===== config.mk =====
export PLATFORM = sky130hd
export DESIGN_NAME = ram_line_reader
export DESIGN_NICKNAME = d
export VERILOG_FILES = /design/src/rtl/ram_line_reader_pkg.sv /design/src/rtl/ram_line_store.sv /design/src/rtl/ram_line_reader.sv
export SDC_FILE = /design/constraint.sdc
export NUM_CORES = 1
export LEC_CHECK = 0
export ABC_AREA = 1
export BUFFER_PORTS_ARGS = -buffer_cell sky130_fd_sc_hd__buf_4
export CORE_ASPECT_RATIO = 0.5
export CORE_UTILIZATION = 65
export DETAILED_ROUTE_END_ITERATION = 10
export PLACE_DENSITY = 0.84
export SYNTH_ARGS = -nofsm -noshare
export SYNTH_HDL_FRONTEND = slang
export SYNTH_HIERARCHICAL = 1
export SYNTH_SLANG_ARGS = --single-unit

===== constraint.sdc =====
create_clock -name clk -period 13.01 [get_ports clk]
set_input_delay 3.2525 -clock clk [delete_from_list [all_inputs] [get_ports clk]]
set_output_delay 3.2525 -clock clk [all_outputs]
set_load 0.05 [all_outputs]

===== src/rtl/ram_line_reader_pkg.sv =====
// Shared types and constants for the ram_line_reader cache front-end.
package ram_line_reader_pkg;

    typedef enum logic [1:0] {
        IDLE = 2'd0,
        CMD  = 2'd1,
        DATA = 2'd2,
        RESP = 2'd3
    } state_t;

    localparam logic [2:0] CMD_READ  = 3'b001;
    localparam logic [2:0] CMD_WRITE = 3'b000;

    // Number of low address bits that pick a word inside one line.
    function automatic int wsel_w(input int line_w, input int word_w);
        return $clog2(line_w / word_w);
    endfunction

    // Number of address bits that pick a cache line.
    function automatic int idx_w(input int lines);
        return $clog2(lines);
    endfunction

endpackage


===== src/rtl/ram_line_store.sv =====
// Direct-mapped line storage: per-beat data arrays, tag array and valid bits.
// One address port serves both lookup and fill, since the two never overlap.
module ram_line_store
    import ram_line_reader_pkg::*;
#(
    parameter int ADDR_W      = 27,
    parameter int WORD_W      = 16,
    parameter int UI_DATA_W   = 64,
    parameter int BURST_BEATS = 2,
    parameter int LINES       = 4,
    parameter int BC_W        = 2
) (
    input  logic                 clk,
    input  logic                 reset_n,
    input  logic [ADDR_W-1:0]    lk_addr_i,
    output logic                 lk_hit_o,
    output logic [WORD_W-1:0]    lk_word_o,
    input  logic                 wr_en_i,
    input  logic [BC_W-1:0]      wr_beat_i,
    input  logic [UI_DATA_W-1:0] wr_data_i,
    input  logic                 fill_done_i,
    input  logic                 flush_i
);

    localparam int LINE_W = UI_DATA_W * BURST_BEATS;
    localparam int WSEL_W = wsel_w(LINE_W, WORD_W);
    localparam int IDX_W  = idx_w(LINES);
    localparam int IA_W   = (IDX_W > 0) ? IDX_W : 1;
    localparam int TAG_W  = ADDR_W - WSEL_W - IDX_W;

    logic [IA_W-1:0]   idx;
    logic [TAG_W-1:0]  tag;
    logic [WSEL_W-1:0] wsel;
    logic [LINE_W-1:0] line;
    logic [LINES-1:0]  valid_q;
    logic [TAG_W-1:0]  tag_q [LINES];

    assign tag  = lk_addr_i[ADDR_W-1 -: TAG_W];
    assign wsel = lk_addr_i[WSEL_W-1:0];

    generate
        if (IDX_W > 0) begin : g_idx
            assign idx = lk_addr_i[WSEL_W +: IA_W];
        end else begin : g_idx_single
            assign idx = '0;
        end
    endgenerate

    // One memory per beat so each fill beat is a plain full-width RAM write.
    generate
        for (genvar gi = 0; gi < BURST_BEATS; gi++) begin : g_beat
            logic [UI_DATA_W-1:0] mem_q [LINES];

            // Beat gi of the indexed line is written when that beat arrives.
            always_ff @(posedge clk) begin
                if (wr_en_i && (wr_beat_i == BC_W'(gi))) begin
                    mem_q[idx] <= wr_data_i;
                end
            end

            assign line[gi*UI_DATA_W +: UI_DATA_W] = mem_q[idx];
        end
    endgenerate

    // Tag is captured when a fill completes.
    always_ff @(posedge clk) begin
        if (fill_done_i) begin
            tag_q[idx] <= tag;
        end
    end

    // Flush wipes every line, but a fill finishing in the same cycle survives.
    always_ff @(posedge clk or negedge reset_n) begin
        if (!reset_n) begin
            valid_q <= '0;
        end else begin
            if (flush_i) begin
                valid_q <= '0;
            end
            if (fill_done_i) begin
                valid_q[idx] <= 1'b1;
            end
        end
    end

    assign lk_hit_o  = valid_q[idx] && (tag_q[idx] == tag);
    assign lk_word_o = line[int'(wsel)*WORD_W +: WORD_W];

endmodule


===== src/rtl/ram_line_reader.sv =====
// Cached single-word read front-end for the MIG UI.
// Optional hit/miss counters are enabled with macro RAM_LINE_READER_STATS_EN.
module ram_line_reader
    import ram_line_reader_pkg::*;
#(
    parameter int ADDR_W      = 27,
    parameter int WORD_W      = 16,
    parameter int UI_DATA_W   = 64,
    parameter int BURST_BEATS = 2,
    parameter int LINES       = 4
) (
    input  logic                 clk,
    input  logic                 reset_n,
    input  logic                 req_valid,
    output logic                 req_ready,
    input  logic [ADDR_W-1:0]    req_addr,
    output logic                 rsp_valid,
    output logic [WORD_W-1:0]    rsp_data,
    input  logic                 flush,
    output logic [ADDR_W-1:0]    ram_address,
    output logic [2:0]           ram_cmd,
    output logic                 ram_en,
    input  logic                 ram_rdy,
    input  logic                 ram_rd_valid,
    input  logic                 ram_rd_data_end,
    input  logic [UI_DATA_W-1:0] ram_rd_data,
    output logic                 burst_err
`ifdef RAM_LINE_READER_STATS_EN
    ,
    output logic [31:0]          hit_count,
    output logic [31:0]          miss_count
`endif
);

    localparam int LINE_W = UI_DATA_W * BURST_BEATS;
    localparam int WSEL_W = wsel_w(LINE_W, WORD_W);
    localparam int WPB    = UI_DATA_W / WORD_W;
    localparam int BC_W   = $clog2(BURST_BEATS + 1);
    localparam logic [BC_W-1:0]   NBEATS     = BC_W'(BURST_BEATS);
    localparam logic [BC_W-1:0]   LAST_BEAT  = BC_W'(BURST_BEATS - 1);
    localparam logic [ADDR_W-1:0] ALIGN_MASK = ~(ADDR_W'((1 << WSEL_W) - 1));

    state_t              state_q;
    logic [ADDR_W-1:0]   addr_q;
    logic [BC_W-1:0]     beat_q;
    logic                req_ready_q;
    logic                rsp_valid_q;
    logic [WORD_W-1:0]   rsp_data_q;
    logic                ram_en_q;
    logic [2:0]          ram_cmd_q;
    logic [ADDR_W-1:0]   ram_address_q;
    logic                burst_err_q;

    logic [ADDR_W-1:0]   lk_addr;
    logic                lk_hit;
    logic [WORD_W-1:0]   lk_word;
    logic                accept;
    logic                hit;
    logic                beat_wr;
    logic                fill_done;
    logic [WORD_W-1:0]   fill_word;

    // Lookups use the live request address only while waiting for a request.
    assign lk_addr   = (state_q == IDLE) ? req_addr : addr_q;
    assign accept    = (state_q == IDLE) && req_valid && req_ready_q;
    assign hit       = lk_hit && !flush;
    assign beat_wr   = (state_q == DATA) && ram_rd_valid && (beat_q < NBEATS);
    assign fill_done = (state_q == DATA) && ram_rd_valid && ram_rd_data_end;

    // The requested word may sit in the beat being written right now, so bypass it.
    always_comb begin
        fill_word = lk_word;
        if (beat_wr && ((int'(addr_q[WSEL_W-1:0]) / WPB) == int'(beat_q))) begin
            fill_word = ram_rd_data[(int'(addr_q[WSEL_W-1:0]) % WPB)*WORD_W +: WORD_W];
        end
    end

    ram_line_store #(
        .ADDR_W      (ADDR_W),
        .WORD_W      (WORD_W),
        .UI_DATA_W   (UI_DATA_W),
        .BURST_BEATS (BURST_BEATS),
        .LINES       (LINES),
        .BC_W        (BC_W)
    ) u_store (
        .clk         (clk),
        .reset_n     (reset_n),
        .lk_addr_i   (lk_addr),
        .lk_hit_o    (lk_hit),
        .lk_word_o   (lk_word),
        .wr_en_i     (beat_wr),
        .wr_beat_i   (beat_q),
        .wr_data_i   (ram_rd_data),
        .fill_done_i (fill_done),
        .flush_i     (flush)
    );

    // Request / command / fill / response sequencing with registered outputs.
    always_ff @(posedge clk or negedge reset_n) begin
        if (!reset_n) begin
            state_q       <= IDLE;
            addr_q        <= '0;
            beat_q        <= '0;
            req_ready_q   <= 1'b0;
            rsp_valid_q   <= 1'b0;
            rsp_data_q    <= '0;
            ram_en_q      <= 1'b0;
            ram_cmd_q     <= CMD_WRITE;
            ram_address_q <= '0;
            burst_err_q   <= 1'b0;
        end else begin
            rsp_valid_q <= 1'b0;
            case (state_q)
                IDLE: begin
                    req_ready_q <= 1'b1;
                    if (accept) begin
                        addr_q      <= req_addr;
                        req_ready_q <= 1'b0;
                        if (hit) begin
                            state_q     <= RESP;
                            rsp_valid_q <= 1'b1;
                            rsp_data_q  <= lk_word;
                        end else begin
                            state_q       <= CMD;
                            ram_en_q      <= 1'b1;
                            ram_cmd_q     <= CMD_READ;
                            ram_address_q <= req_addr & ALIGN_MASK;
                        end
                    end
                end
                CMD: begin
                    if (ram_rdy) begin
                        state_q   <= DATA;
                        ram_en_q  <= 1'b0;
                        ram_cmd_q <= CMD_WRITE;
                        beat_q    <= '0;
                    end
                end
                DATA: begin
                    if (ram_rd_valid) begin
                        if (beat_q < NBEATS) begin
                            beat_q <= beat_q + 1'b1;
                        end
                        if (ram_rd_data_end) begin
                            if (beat_q != LAST_BEAT) begin
                                burst_err_q <= 1'b1;
                            end
                            state_q     <= RESP;
                            rsp_valid_q <= 1'b1;
                            rsp_data_q  <= fill_word;
                        end else if (beat_q >= NBEATS) begin
                            burst_err_q <= 1'b1;
                        end
                    end
                end
                RESP: begin
                    state_q     <= IDLE;
                    req_ready_q <= 1'b1;
                end
                default: begin
                    state_q <= IDLE;
                end
            endcase
        end
    end

`ifdef RAM_LINE_READER_STATS_EN
    // Saturating lookup-outcome counters, cleared only by reset.
    always_ff @(posedge clk or negedge reset_n) begin
        if (!reset_n) begin
            hit_count  <= '0;
            miss_count <= '0;
        end else if (accept) begin
            if (hit) begin
                if (hit_count != 32'hFFFF_FFFF) hit_count <= hit_count + 32'd1;
            end else begin
                if (miss_count != 32'hFFFF_FFFF) miss_count <= miss_count + 32'd1;
            end
        end
    end
`endif

    assign req_ready   = req_ready_q;
    assign rsp_valid   = rsp_valid_q;
    assign rsp_data    = rsp_data_q;
    assign ram_en      = ram_en_q;
    assign ram_cmd     = ram_cmd_q;
    assign ram_address = ram_address_q;
    assign burst_err   = burst_err_q;

endmodule

# == Yosys cells after proc, flatten, opt, wreduce, memory -nomap -nowiden ==
# Memory sizes are Yosys's and may differ from the RTL's.
# Index checks and enable logic that the tools add are counted.
# word_totals
latchBits,0
n_memories,3
input_bits,98
output_inout_bits,50
ram_bits,600
ff_bits,82
mem_bits_ro,0
word_cells,111
# memory_table
memory,depth,width,read_ports,rd_clocked_by_memory_dff,wr,line,source
u_store.g_beat[0].mem_q,4,64,1,0,1,ram_line_store.sv:52,logic [UI_DATA_W-1:0] mem_q [LINES];
u_store.g_beat[1].mem_q,4,64,1,0,1,ram_line_store.sv:52,
u_store.tag_q,4,22,1,0,1,ram_line_store.sv:36,logic [TAG_W-1:0] tag_q [LINES];
# op_classes
div_mod_pow,0
n_lt_le_gt_ge,4
muxes,47
n_reduce_logical,26
n_eq_ne,15
n_shift,2
n_addsub,1
multipliers,0
bitwise,2
# ops
cell,n
128-bit by 8-bit indexed part select with 16-bit output,1
16-bit 2-to-1 mux,5
64-bit by 7-bit indexed part select with 16-bit output,1
16-bit one-hot mux with 2 select lines,1
27-bit 2-to-1 mux,1
22-bit == test,1
1-bit 2-to-1 mux,19
2-bit 2-to-1 mux,8
4-bit AND reduction,4
2-bit inequality test (second input constant),6
1-bit logical AND,11
2-bit nonzero test,5
3-bit 2-to-1 mux,3
4-bit 2-to-1 mux,2
2-bit one-hot mux with 4 select lines,1
2-bit by 1-bit inequality test with 1-bit output (second input constant),3
1-bit one-hot mux with 2 select lines,3
3-bit one-hot mux with 2 select lines,1
5-bit AND reduction,1
2-bit by 1-bit == test with 1-bit output (second input constant),2
2-bit == test (second input constant),2
2-bit zero test,2
4-bit bitwise OR,1
2-bit one-hot mux with 2 select lines,1
12 further kinds,12

# == Depth between registers and ports, before layout ==
# depth
ltp_word,9
mapped_depth,28
depth_no_buf,24

# == By module ==
# Netlist, hierarchy kept.
# by_module_without_submodules
module,seq_area_each_um2,area_per_inst_um2,n_inst,cells_per_inst
ram_line_store,18117.4,23578.9,1,1796
ram_line_reader,1876.8,4356.7,1,626

# == Worst setup path before layout ==
# Ideal clock, no wire load.
# synth_path
kind,input -> register
startpoint,input req_addr[3]
endpoint,"memory u_store.g_beat[1].mem_q[2][0], enable pin"
n_path_buf,3
arrival_time_ns,6.858
setup_ns,0.486
stages,8
path_slack_ns,5.665
required_ns,12.524
cell_sequence,inv_1 -> o21ai_0 -> buf_6 -> nor2_4 -> buf_6 -> buf_2 -> inv_1 -> nor2_1
# synth_via
elab_chain_len,1
# synth_lines
item,line,source
from (decl),ram_line_reader.sv:16,"input logic [ADDR_W-1:0] req_addr,"
27-bit 2-to-1 mux,ram_line_reader.sv:64,assign lk_addr = (state_q == IDLE) ? req_addr : addr_q;
via lk_addr[3],ram_line_reader.sv:54,logic [ADDR_W-1:0] lk_addr;
to (decl),ram_line_store.sv:52,
# The timed path passes the listed nets, and every way through them passes these cells.

# == Worst setup path after layout ==
# layout_path
startpoint,input req_addr[3]
endpoint,register rsp_data_q[14] (netlist: rsp_data[14])
# layout_via
elab_chain_len,7
word_cells_on_any_way,18
cone_classes,eq/ne (2); shift (1); mux (9); reduce/logical (3); memory (3)
# layout_lines
item,line,source
27-bit 2-to-1 mux (*),ram_line_reader.sv:64,
via lk_addr[3],ram_line_reader.sv:54,
memory 4 x 64 bit,--,
128-bit by 8-bit indexed part select with 16-bit output (*),ram_line_store.sv:87,assign lk_word_o = line[int'(wsel)*WORD_W +: WORD_W];
via lk_word[14],ram_line_reader.sv:56,logic [WORD_W-1:0] lk_word;
16-bit 2-to-1 mux,ram_line_reader.sv:73,if (beat_wr && ((int'(addr_q[WSEL_W-1:0]) / WPB) == int'(beat_q))) begin
16-bit 2-to-1 mux,ram_line_reader.sv:144,if (ram_rd_data_end) begin
16-bit 2-to-1 mux,ram_line_reader.sv:140,if (ram_rd_valid) begin
16-bit one-hot mux with 2 select lines (*),ram_line_reader.sv:113,case (state_q)
to (signal assigned),ram_line_reader.sv:122,rsp_data_q <= lk_word;
to (signal assigned),ram_line_reader.sv:150,rsp_data_q <= fill_word;
to (decl),ram_line_reader.sv:48,logic [WORD_W-1:0] rsp_data_q;
# Mark *: on every way through the listed nets, which the timed path passes. The rest lies on a longest branch. The select of a mux whose other input is x is not followed.
# A chain may end at the register's enable or synchronous reset.

==> out/metrics.cfg <==
[status]
status=finished clean

[pwr]
ir_worst_vdd_mv=0.176
leakagePower_nw=12.1
powerDensity_nw_per_um2=242

[synthesis]
ys_async_sr_fraction_pct=11.6
synth-edff-count=600
synthTopCellsByCount=nand2_1 (866), edfxtp_1 (600), inv_1 (165)
synth.most_common_cell=nand2_1
synth.largest_area_cell=edfxtp_1
yosysWarnings=6
netlist.area_leader.share_pct=64.5
synthCells=2422
seq_area_frac_synth_pct=71.6
synth_cell_types=31
yosys_register_bits=679
syn_area_sq_um=27900
ys.flop_type=edfxtp_1
syn_avg_cell_area_sq_um=11.5
ys_top_cells_by_area=edfxtp_1 (64%), nand2_1 (12%), dfrtp_1 (7.1%), nand3_1 (2.6%), nand4_1 (2.3%)

[setup_path]
cp.arrival_ns=7.31
critPathKind=input port to flip-flop
critPathRequiredTime_ns=13.52
crit_path_start_kind=input port
critPathBufInv=7
crit_fanout=56
critical_path.endpoint_type=flip-flop
crit_path_top_delay_cell=clkinv_2
setup.worst_path.start=req_addr[3]
path_cells=buf_4 -> inv_1 -> o21ai_4 -> buf_4 -> nand2_1 -> buf_4 -> clkinv_2 -> buf_4 -> nand2_1 -> nand4_1 -> nor2_1 -> nor2_1 -> o21ai_0 -> nand2_1 -> nand2_1 -> nand2_1 -> inv_1 -> nand2_1 -> nand3_1 -> nand2_1
worstReg2RegStart=state_q[1]
slowest_delay_ns=0.92
critical_path.top_delay_family=buffers and inverters
path_common_cell=nand2_1

[global_routing]
antenna_found_initial=1
grt_max_degree=86
grtUsageTotal_pct=32.0
first_global_vias=19100
grt_pass1_wl_um=106000
grt_overflow=0

[clock_network]
cts.clk_slew.worst_paths_ns=0.07
cts-root-buf=clkbuf_16
cts_sinks=679
postCtsSetupRepairBufs=0
holdBufCountCts=0
cts_resized=0
cts_buffers=55
cts_buffer_depth=3
worstSkewPairLatency_ns=0.62
htree_levels=2
cts_tree=yes

[floorplanning]
die-area_sq_um=43900
rows=53
die_w_um=295
io_pins=148
core_sq_um=42200
die_h_um=149
start_util_pct=66.2

[timing]
max_slew_margin_pct=21.2
worst_pin_slew_ns=1.18
fin_setup_tns_ns=0
fin_hold_ws_ns=0.474
fin_crit_sh_pct=52.3
hold_viol=0
finalSetupViolations=0
fin_crit_ns=6.80
clock_skew_ns=0.0299
drv_slew=0
fmax_mhz=147
grt_setup_unrepaired=no

[route]
vias=19400
dr.pass1.iters=10
wl_per_cell_um=22.2
vias_per_cell=6.16
ant_nets=0
route.detailed.drc=0
drtIter0Drc=2296
wl_um=69900

[place]
gp_congestion=0.804
dp_hpwl_um=36500
port_buffers=142

[cells_and_area]
drive_above_1_share_pct=11.5
final_nets=2631
syn2layout_area_growth_pct=11.9

[job]
cap_violations=0

[hold_path]
min_from=burst_err
min_path_type=flip-flop to flip-flop

per-layer routing:
metal | up-vias | track usage (%) | wire, um
met4 | 0 | 13.8 | 2920
met5 | - | 0 | 0
li1 | 8561 | - | -
met1 | 9246 | 42.1 | 25400
met2 | 1350 | 52.9 | 33500
met3 | 246 | 5.92 | 8150
registers in the layout, indices dropped and copies added (netlist names):
name,count
ram_cmd,1
beat_q,2
state_q,2
addr_q,27
u_store/g_beat.mem_q,512
rsp_valid,1
ram_address,24
burst_err,1
u_store/tag_q,88
u_store/valid_q,4
req_ready,1
rsp_data,16
metrics by stage:
step                      std cells  total power [mW]  util, %  setup slack, ns  area, sq um
final                          3151              7.56     74.1             6.21        31300
after global routing           3151              7.89     74.1             6.02        31300
after CTS                      3150              7.50     74.1             6.30        31300
after detailed placement       3046              5.75     69.7             5.77        29400
after global placement         3046              5.63     69.7             5.89        29400
after floorplan                2426              4.88        -             5.67        28000
worst reg2reg max path, cell delays in order (launching register included):
cell and delay, ns:
dfrtp_1 0.40, inv_1 0.13, ha_1 0.55, inv_4 0.34, nand2_1 0.22, o21ai_4 0.07, buf_4 0.31, nand2_1 0.16
buf_4 0.50, clkinv_2 0.93, buf_4 0.70, nand2_1 0.18, nand4_1 0.11, nor2_1 0.13, nor2_1 0.06, o21ai_0 0.12
nand2_1 0.10, nand2_1 0.11, nand2_1 0.07, inv_1 0.06, nand2_1 0.05, nand3_1 0.12, nand2_1 0.06
power by group:
group / internal (mW) / switching [mW]
combinational: 0.834 / 2.26
clock: 0.958 / 0.764
sequential: 2.64 / 0.0997
cell type report:
class	count	area, sq um
fillers	2511	10900
multi-input cells	1441	6710
inverters	176	666
well taps	577	722
clock buffers	78	1550
diodes	1	2.50
clock inverters	26	319
repair buffers	173	1300
flip-flops and latches	679	20000
placed cells by master (no fill, tap or decap), types with 6 or more instances in the layout:
cell | netlist | routed
clkinv_1 | 0 | 7
dfrtp_1 | 79 | 79
inv_1 | 165 | 164
o211ai_1 | 29 | 29
nand2_1 | 866 | 866
a21oi_1 | 35 | 35
buf_4 | 19 | 173
nor2_4 | 3 | 13
nand3_1 | 143 | 143
o21ai_0 | 47 | 42
clkbuf_8 | 0 | 7
o21ai_1 | 41 | 41
a22oi_1 | 65 | 65
nor2_1 | 63 | 51
bufinv_16 | 0 | 6
ha_1 | 7 | 7
nand4_1 | 104 | 104
edfxtp_1 | 600 | 600
inv_2 | 10 | 8
clkbuf_1 | 29 | 15
clkbuf_16 | 0 | 56
clkinv_2 | 0 | 12
nand3b_1 | 15 | 15
final timing paths:
| check | to | slack [ns] | cells after the start |
|---|---|---|---|
| max | rsp_data[14] | 6.21 | 20 |
| min | burst_err | 0.47 | 2 |
| max in group asynchronous | rsp_data[10] | 9.29 | 2 |
| min reg2reg | burst_err | 0.47 | 2 |
| min in group asynchronous | ram_address[12] | 2.54 | 1 |
| max reg2reg | rsp_data[14] | 7.46 | 22 |
cell families after synthesis:
logic type               count (synthesis)  synth area share, %
buffers and inverters                  306                 4.90
adder cells (fa/ha/maj)                  7                0.314
AND/OR/NAND/NOR                       1204                 18.3
flip-flops                             679                 71.6
other                                    1               0.0134
AO/OA/AOI/OAI                          225                 4.92
(Power assumes the default switching activity.)
